File: config.mk
export PLATFORM = sky130hd
export DESIGN_NAME = i2s_rx_frontend
export DESIGN_NICKNAME = d
export VERILOG_FILES = /design/src/rtl/i2s_pkg.sv /design/src/rtl/i2s_pin_sync.sv /design/src/rtl/i2s_rx_frontend.sv
export SDC_FILE = /design/constraint.sdc
export NUM_CORES = 1
export LEC_CHECK = 0
export BUFFER_PORTS_ARGS = -buffer_cell sky130_fd_sc_hd__buf_2
export CAP_MARGIN = 40
export CORE_AREA = 3 3 85 128
export DETAILED_ROUTE_END_ITERATION = 16
export DIE_AREA = 0 0 88 131
export PLACE_DENSITY = 0.74
export SLEW_MARGIN = 25
export SYNTH_ARGS = -nofsm -noshare
export SYNTH_HDL_FRONTEND = slang
export SYNTH_SLANG_ARGS = --single-unit
File: constraint.sdc
create_clock -name m_clk -period 6.57 [get_ports m_clk]
set_clock_uncertainty 0.2 [all_clocks]
set_input_delay 0.3285 -clock m_clk [delete_from_list [all_inputs] [get_ports m_clk]]
set_output_delay 0.3285 -clock m_clk [all_outputs]
set_load 0.1 [all_outputs]
File: src/rtl/i2s_pkg.sv
// Shared types and defaults for the I2S receive front end.
//   state_t    : receiver FSM states (HUNT, ALIGN, RECV)
//   DATA_W_DEF : default captured sample width
//   SLOT_W_DEF : default sck cycles per lrclk half-frame
package i2s_pkg;

  typedef enum logic [1:0] {
    HUNT  = 2'd0,
    ALIGN = 2'd1,
    RECV  = 2'd2
  } state_t;

  localparam int unsigned DATA_W_DEF = 24;
  localparam int unsigned SLOT_W_DEF = 32;

endpackage

File: src/rtl/i2s_pin_sync.sv
// Pin synchroniser with edge detection for one asynchronous I2S pin.
//   clk      in  : sampling clock
//   rst_n    in  : asynchronous active-low reset
//   din      in  : asynchronous pin
//   level    out : synchronised pin level (registered)
//   rise_c   out : combinational 0->1 strobe on the synchronised level
//   toggle_c out : combinational any-change strobe on the synchronised level
module i2s_pin_sync #(
  parameter int unsigned SYNC_STAGES = 2
) (
  input  logic clk,
  input  logic rst_n,
  input  logic din,
  output logic level,
  output logic rise_c,
  output logic toggle_c
);

  logic [SYNC_STAGES-1:0] sync_q;
  logic                   prev_q;
  logic [SYNC_STAGES:0]   fill_q;
  logic                   armed;

  // Synchroniser chain, one delay flop for edge detection, and a fill tracker.
  always_ff @(posedge clk or negedge rst_n) begin
    if (!rst_n) begin
      sync_q <= '0;
      prev_q <= 1'b0;
      fill_q <= '0;
    end else begin
      sync_q <= {sync_q[SYNC_STAGES-2:0], din};
      prev_q <= sync_q[SYNC_STAGES-1];
      fill_q <= {fill_q[SYNC_STAGES-1:0], 1'b1};
    end
  end

  // Edges are suppressed until the chain holds real pin samples, so a pin
  // sitting high at reset release does not look like a transition.
  assign armed    = fill_q[SYNC_STAGES];
  assign level    = sync_q[SYNC_STAGES-1];
  assign rise_c   = armed & level & ~prev_q;
  assign toggle_c = armed & (level ^ prev_q);

endmodule

File: src/rtl/i2s_rx_frontend.sv
// Oversampling I2S receiver: synchronises sck/lrclk/sdin into m_clk, deserialises
// stereo slots MSB first and presents an L/R pair with a one-cycle valid strobe.
// Optional macro I2S_RX_LJ_EN adds the fmt_lj port (1 = left-justified, 0 = I2S).
//   m_clk        in  : master clock
//   rst_n        in  : asynchronous active-low reset
//   i2s_sck      in  : bit clock (async)
//   i2s_lrclk    in  : word select, 0 = left, 1 = right (async)
//   i2s_sdin     in  : serial data (async)
//   fmt_lj       in  : format select (only with I2S_RX_LJ_EN)
//   left_data    out : last complete left sample
//   right_data   out : last complete right sample
//   sample_valid out : one-cycle pulse when a new pair is presented
//   locked       out : LOCK_FRAMES consecutive good frames seen
//   frame_err    out : one-cycle pulse on bad slot length or sck timeout
module i2s_rx_frontend
  import i2s_pkg::*;
#(
  parameter int unsigned DATA_W      = DATA_W_DEF,
  parameter int unsigned SLOT_W      = SLOT_W_DEF,
  parameter int unsigned SYNC_STAGES = 2,
  parameter int unsigned TIMEOUT     = 64,
  parameter int unsigned LOCK_FRAMES = 2
) (
  input  logic              m_clk,
  input  logic              rst_n,
  input  logic              i2s_sck,
  input  logic              i2s_lrclk,
  input  logic              i2s_sdin,
`ifdef I2S_RX_LJ_EN
  input  logic              fmt_lj,
`endif
  output logic [DATA_W-1:0] left_data,
  output logic [DATA_W-1:0] right_data,
  output logic              sample_valid,
  output logic              locked,
  output logic              frame_err
);

  localparam int unsigned CNT_W  = $clog2(SLOT_W + 2);
  localparam int unsigned CNT_W1 = CNT_W + 1;
  localparam int unsigned TO_W   = $clog2(TIMEOUT + 1);
  localparam int unsigned GOOD_W = $clog2(LOCK_FRAMES + 1);

  logic lj;
`ifdef I2S_RX_LJ_EN
  assign lj = fmt_lj;
`else
  assign lj = 1'b0;
`endif

  logic sck_r, lr_t, lr_lvl, sd;
  logic unused_sck_lvl, unused_sck_tog, unused_lr_rise, unused_sd_rise, unused_sd_tog;

  i2s_pin_sync #(.SYNC_STAGES(SYNC_STAGES)) u_sync_sck (
    .clk(m_clk), .rst_n(rst_n), .din(i2s_sck),
    .level(unused_sck_lvl), .rise_c(sck_r), .toggle_c(unused_sck_tog)
  );

  i2s_pin_sync #(.SYNC_STAGES(SYNC_STAGES)) u_sync_lr (
    .clk(m_clk), .rst_n(rst_n), .din(i2s_lrclk),
    .level(lr_lvl), .rise_c(unused_lr_rise), .toggle_c(lr_t)
  );

  i2s_pin_sync #(.SYNC_STAGES(SYNC_STAGES)) u_sync_sd (
    .clk(m_clk), .rst_n(rst_n), .din(i2s_sdin),
    .level(sd), .rise_c(unused_sd_rise), .toggle_c(unused_sd_tog)
  );

  state_t            state, state_nxt;
  logic [CNT_W-1:0]  bit_cnt, bit_cnt_nxt;
  logic [DATA_W-1:0] shreg, shreg_nxt;
  logic [DATA_W-1:0] hold_l, hold_l_nxt;
  logic              hold_l_vld, hold_l_vld_nxt;
  logic [TO_W-1:0]   to_cnt, to_cnt_nxt;
  logic [GOOD_W-1:0] good_cnt, good_nxt;
  logic [DATA_W-1:0] left_nxt, right_nxt;
  logic              valid_nxt, err_nxt, locked_nxt;

  logic              shift_en, slot_end, slot_good, to_hit;
  logic [CNT_W1-1:0] cnt_eff;
  logic [DATA_W-1:0] shifted, slot_word;

  // Slot bit position: LJ takes the MSB on the first sck_r, I2S one later.
  assign shift_en = sck_r && (state != HUNT) &&
                    (lj ? (bit_cnt < CNT_W'(DATA_W))
                        : ((bit_cnt != '0) && (bit_cnt <= CNT_W'(DATA_W))));
  assign shifted  = {shreg[DATA_W-2:0], sd};

  // A bit arriving with the closing lr_t still belongs to the closing slot.
  assign slot_word = shift_en ? shifted : shreg;
  assign cnt_eff   = {1'b0, bit_cnt} + CNT_W1'(sck_r);
  assign slot_end  = lr_t && (state == RECV);
  assign slot_good = (cnt_eff == CNT_W1'(SLOT_W));

  // Next-state, datapath and output decode.
  always_comb begin
    state_nxt      = state;
    bit_cnt_nxt    = bit_cnt;
    shreg_nxt      = shreg;
    hold_l_nxt     = hold_l;
    hold_l_vld_nxt = hold_l_vld;
    to_cnt_nxt     = to_cnt;
    good_nxt       = good_cnt;
    left_nxt       = left_data;
    right_nxt      = right_data;
    valid_nxt      = 1'b0;
    err_nxt        = 1'b0;

    if (lr_t) begin
      bit_cnt_nxt = '0;
      shreg_nxt   = '0;
    end else begin
      if (sck_r && (bit_cnt != CNT_W'(SLOT_W + 1))) bit_cnt_nxt = bit_cnt + CNT_W'(1);
      if (shift_en) shreg_nxt = shifted;
    end

    // Watchdog only runs once a frame is being tracked.
    if ((state == HUNT) || sck_r) to_cnt_nxt = '0;
    else if (to_cnt != TO_W'(TIMEOUT)) to_cnt_nxt = to_cnt + TO_W'(1);
    to_hit = (to_cnt_nxt == TO_W'(TIMEOUT)) && (to_cnt != TO_W'(TIMEOUT));

    case (state)
      HUNT: begin
        hold_l_vld_nxt = 1'b0;
        if (lr_t) state_nxt = ALIGN;
      end
      ALIGN: begin
        if (sck_r && !lr_t) state_nxt = RECV;
      end
      RECV: begin
        if (slot_end) begin
          if (!slot_good) begin
            err_nxt        = 1'b1;
            good_nxt       = '0;
            hold_l_vld_nxt = 1'b0;
            state_nxt      = HUNT;
          end else if (lr_lvl) begin
            // lrclk now high: the slot that just closed was the left one.
            hold_l_nxt     = slot_word;
            hold_l_vld_nxt = 1'b1;
          end else if (hold_l_vld) begin
            left_nxt       = hold_l;
            right_nxt      = slot_word;
            valid_nxt      = 1'b1;
            hold_l_vld_nxt = 1'b0;
            if (good_cnt != GOOD_W'(LOCK_FRAMES)) good_nxt = good_cnt + GOOD_W'(1);
          end
        end
      end
      default: state_nxt = HUNT;
    endcase

    // Lost bit clock: report once, drop lock and mute.
    if (to_hit) begin
      state_nxt      = HUNT;
      err_nxt        = 1'b1;
      good_nxt       = '0;
      hold_l_vld_nxt = 1'b0;
      left_nxt       = '0;
      right_nxt      = '0;
      valid_nxt      = 1'b0;
    end

    locked_nxt = (good_nxt == GOOD_W'(LOCK_FRAMES));
  end

  // State and output registers.
  always_ff @(posedge m_clk or negedge rst_n) begin
    if (!rst_n) begin
      state        <= HUNT;
      bit_cnt      <= '0;
      shreg        <= '0;
      hold_l       <= '0;
      hold_l_vld   <= 1'b0;
      to_cnt       <= '0;
      good_cnt     <= '0;
      left_data    <= '0;
      right_data   <= '0;
      sample_valid <= 1'b0;
      locked       <= 1'b0;
      frame_err    <= 1'b0;
    end else begin
      state        <= state_nxt;
      bit_cnt      <= bit_cnt_nxt;
      shreg        <= shreg_nxt;
      hold_l       <= hold_l_nxt;
      hold_l_vld   <= hold_l_vld_nxt;
      to_cnt       <= to_cnt_nxt;
      good_cnt     <= good_nxt;
      left_data    <= left_nxt;
      right_data   <= right_nxt;
      sample_valid <= valid_nxt;
      locked       <= locked_nxt;
      frame_err    <= err_nxt;
    end
  end

endmodule

==> summary.md <==
| Metric | Value |
|---|---|
| Status | `completed` |
| Starting Density | `54.1%` |
| Max Slew Vio Count | `0` |
| Drt initial violations | `142` |
| Final Setup Violations | `0` |
| GPL Wtd Cong | `0.774` |
| Area Overhead vs Synth | `18.8%` |
| DP HPWL | `6460 um` |
| YS warnings | `0` |
| NetSw | `440 uW` |
| Die Footprint | `11500 um^2` |
| Most used DFF post-synth | `dfrtp_1` |
| Req. time, crit path | `6.64 ns` |
| Class of the worst hold path | `flop to flop` |
| Vias in the first global route | `3559` |
| Clk_lat worst skew | `0.42 ns` |
| Final Hold Viols | `0` |
| EDFF count, synth | `0` |
| Core Area | `9970 um^2` |
| Synth Instances | `468` |
| CP arrival | `3.20 ns` |
| Setup TNS | `0 ns` |
| Setup crit end kind | `flop` |
| Clock-pin slew on the worst setup and hold paths | `0.05 ns` |
| Port bufs | `55` |
| DR vias/cell | `5.45` |
| First-pass GRT wire length | `17100 um` |
| Initial DRT Pass Iterations | `5` |
| Max Freq | `319 MHz` |
| Setup crit start kind | `flop` |
| Post-CTS Resized | `0` |
| Post-synth top area share | `59.4%` |
| Worst-path fanout max | `55` |
| Top-level I/O count | `56` |
| Max Cap Viol | `0` |
| Post-synth top area cell | `dfrtp_1` |
| Cell area after synthesis | `5390 um^2` |
| Period utilization | `47.7%` |
| Clk root buf | `clkbuf_16` |
| Fillers | `772` |
| Wirelength per Cell | `15.5 um` |
| Final non-filler cell total | `656` |
| Clock buffer count from CTS | `17` |
| Flop pwr share | `43.6%` |
| DRC | `0` |
| Grt ovf | `0` |
| Crit path kind | `flop to flop` |
| Largest net degree at the start of global routing | `56` |
| Power Density | `298 nW/um^2` |
| Most frequent cells after synthesis | `128 x dfrtp_1, 118 x nor2_1, 49 x mux2i_1, 30 x a21oi_1, 20 x a211oi_2` |
| Post-synth ARST share | `100%` |
| Clock sinks | `128` |
| Mapped Nets | `481` |
| Vias | `3578` |
| Synth Area per Inst | `11.5 um^2` |
| H-tree Lvls | `4` |
| Final WL | `10200 um` |
| Antenna diode count | `0` |
| Most frequent cell after synthesis | `dfrtp_1` |
| Sw Ratio | `23.1%` |
| Normalized max-slew margin | `52.0%` |
| Die width | `88 um` |
| Final Total Pwr | `1.91 mW` |
| Row count | `45` |
| IR Drop Worst-Case VDD | `0.000286 V` |
| Pleak | `3.07 nW` |
| Fin crit period | `3.14 ns` |
| Flops & latches, synth | `128` |
| DRT antenna net count | `0` |
| RSZ-0062 raised after global routing | `false` |
| Dominant cells by area after synthesis | `dfrtp_1 59%, mux2i_1 9.1%, nor2_1 8.2%` |
| Initial antenna violation count | `0` |
| Seq/Total Area, Yosys | `59.4%` |
| Power share of the clock group | `49.4%` |
| Pint | `1.47 mW` |
| Clk buf depth | `2` |
| Global Route Usage Sum | `19.4%` |
| Worst-Margin Slew | `0.721 ns` |
| Logic pwr share | `7.0%` |
| Final nets | `539` |
| DIE HEIGHT | `131 um` |
| Layout cells sized above 1 | `23.0%` |
| Placed cell count | `620` |
| Distinct cells, synth | `45` |
| CTS tree | `yes` |
## final timing paths
kind                                       from                   end  slack (ns)  cells past startpoint
hold reg to reg            u_sync_sck.sync_q[0]  u_sync_sck.sync_q[1]        0.14                      0
min in group asynchronous                 rst_n      u_sync_lr.prev_q        0.24                      2
max in group asynchronous                 rst_n        right_data[14]        4.79                      4
setup reg to reg                      to_cnt[1]         left_data[22]        3.43                      7
setup / recovery                      to_cnt[1]         left_data[22]        3.43                      7
hold / removal             u_sync_sck.sync_q[0]  u_sync_sck.sync_q[1]        0.14                      0
## cell type report
| cell class | count | area [um^2] | area share [%] |
|---|---|---|---|
| Clock buffer | 20 | 447 | 6.98 |
| Clock inverter | 12 | 160 | 2.50 |
| Inverter | 9 | 33.8 | 0.528 |
| Multi-Input combinational cell | 303 | 2010 | 31.5 |
| Sequential cell | 128 | 3200 | 50.0 |
| Tap cell | 117 | 146 | 2.29 |
| Timing Repair Buffer | 67 | 398 | 6.22 |
## critical path, stage by stage, from the launching register on
cell and delay, ns:
dfrtp_1 0.42, ha_1 0.26, nand2_1 0.12, or3_1 0.38
a2111oi_0 0.61, nor2b_4 0.25, buf_4 0.57, nor2_1 0.12
## routing by layer
layer / wire (um) / vias up / global-route usage, %
met5: 0 / - / 0
met4: 155 / 0 / 7.59
met3: 372 / 14 / 5.14
met2: 5320 / 67 / 31.7
met1: 4350 / 1790 / 24.4
li1: - / 1707 / -
## metrics by stage
step	worst slack (ns)	instance area, um^2	utilization (%)	hold WS [ns]
floorplan	3.79	5390	-	-0.167
global placement	3.55	5730	57.5	0.137
detailed placement	3.48	5750	57.7	0.135
CTS	3.44	6400	64.2	0.143
global route	3.18	6400	64.2	0.149
finish	3.43	6400	64.2	0.143
## cell usage in the layout (no fill, tap or decap), drive strengths merged, types with 3 or more instances in the layout
master,n
dfrtp,128
nor2,118
buf,63
mux2i,49
a21oi,30
a211oi,24
clkbuf,20
inv,10
xnor2,9
nand2,8
ha,8
clkinv,7
nand3,5
nor2b,5
xor2,4
nor3,4
nand4,4
dlygate4sd3,4
o21ai,3
bufinv,3
or3,3
## sequential cells by signal, summed over array words and instances (netlist names), 2 cells and up
name	cells
bit_cnt	6
u_sync_sd.sync_q	2
hold_l	24
right_data	24
left_data	24
u_sync_lr.sync_q	2
good_cnt	2
u_sync_lr.fill_q	3
state	2
shreg	24
to_cnt	7
u_sync_sck.sync_q	2
## power groups by stage
stage	registers [mW]	clock network [mW]	logic (mW)
final	0.833	0.944	0.133
after global routing	0.837	0.997	0.151
after CTS	0.833	0.963	0.136
after detailed placement	0.846	0	0.133
after global placement	0.845	0	0.125
after floorplan	0.840	0	0.0923
## timing repair
action / 4_1_cts / 5_1_grt
buffers inserted: 0 / 0
endpoints found under the hold margin: 43 / 0
hold buffers: 4 / 0
## cells by family after synthesis
group                      after synthesis  synth area share (%)
and+or+nand+nor                        161                  13.1
muxes                                   49                  9.10
xor gates and xnor gates                13                  2.11
buffers and inverters                   37                  3.58
other                                    1                0.0696
DFF                                    128                  59.4
adders and majority gates                8                  1.86
AOI/OAI and AO/OA                       71                  10.7
Note: power is estimated with default switching activity, not from simulation.
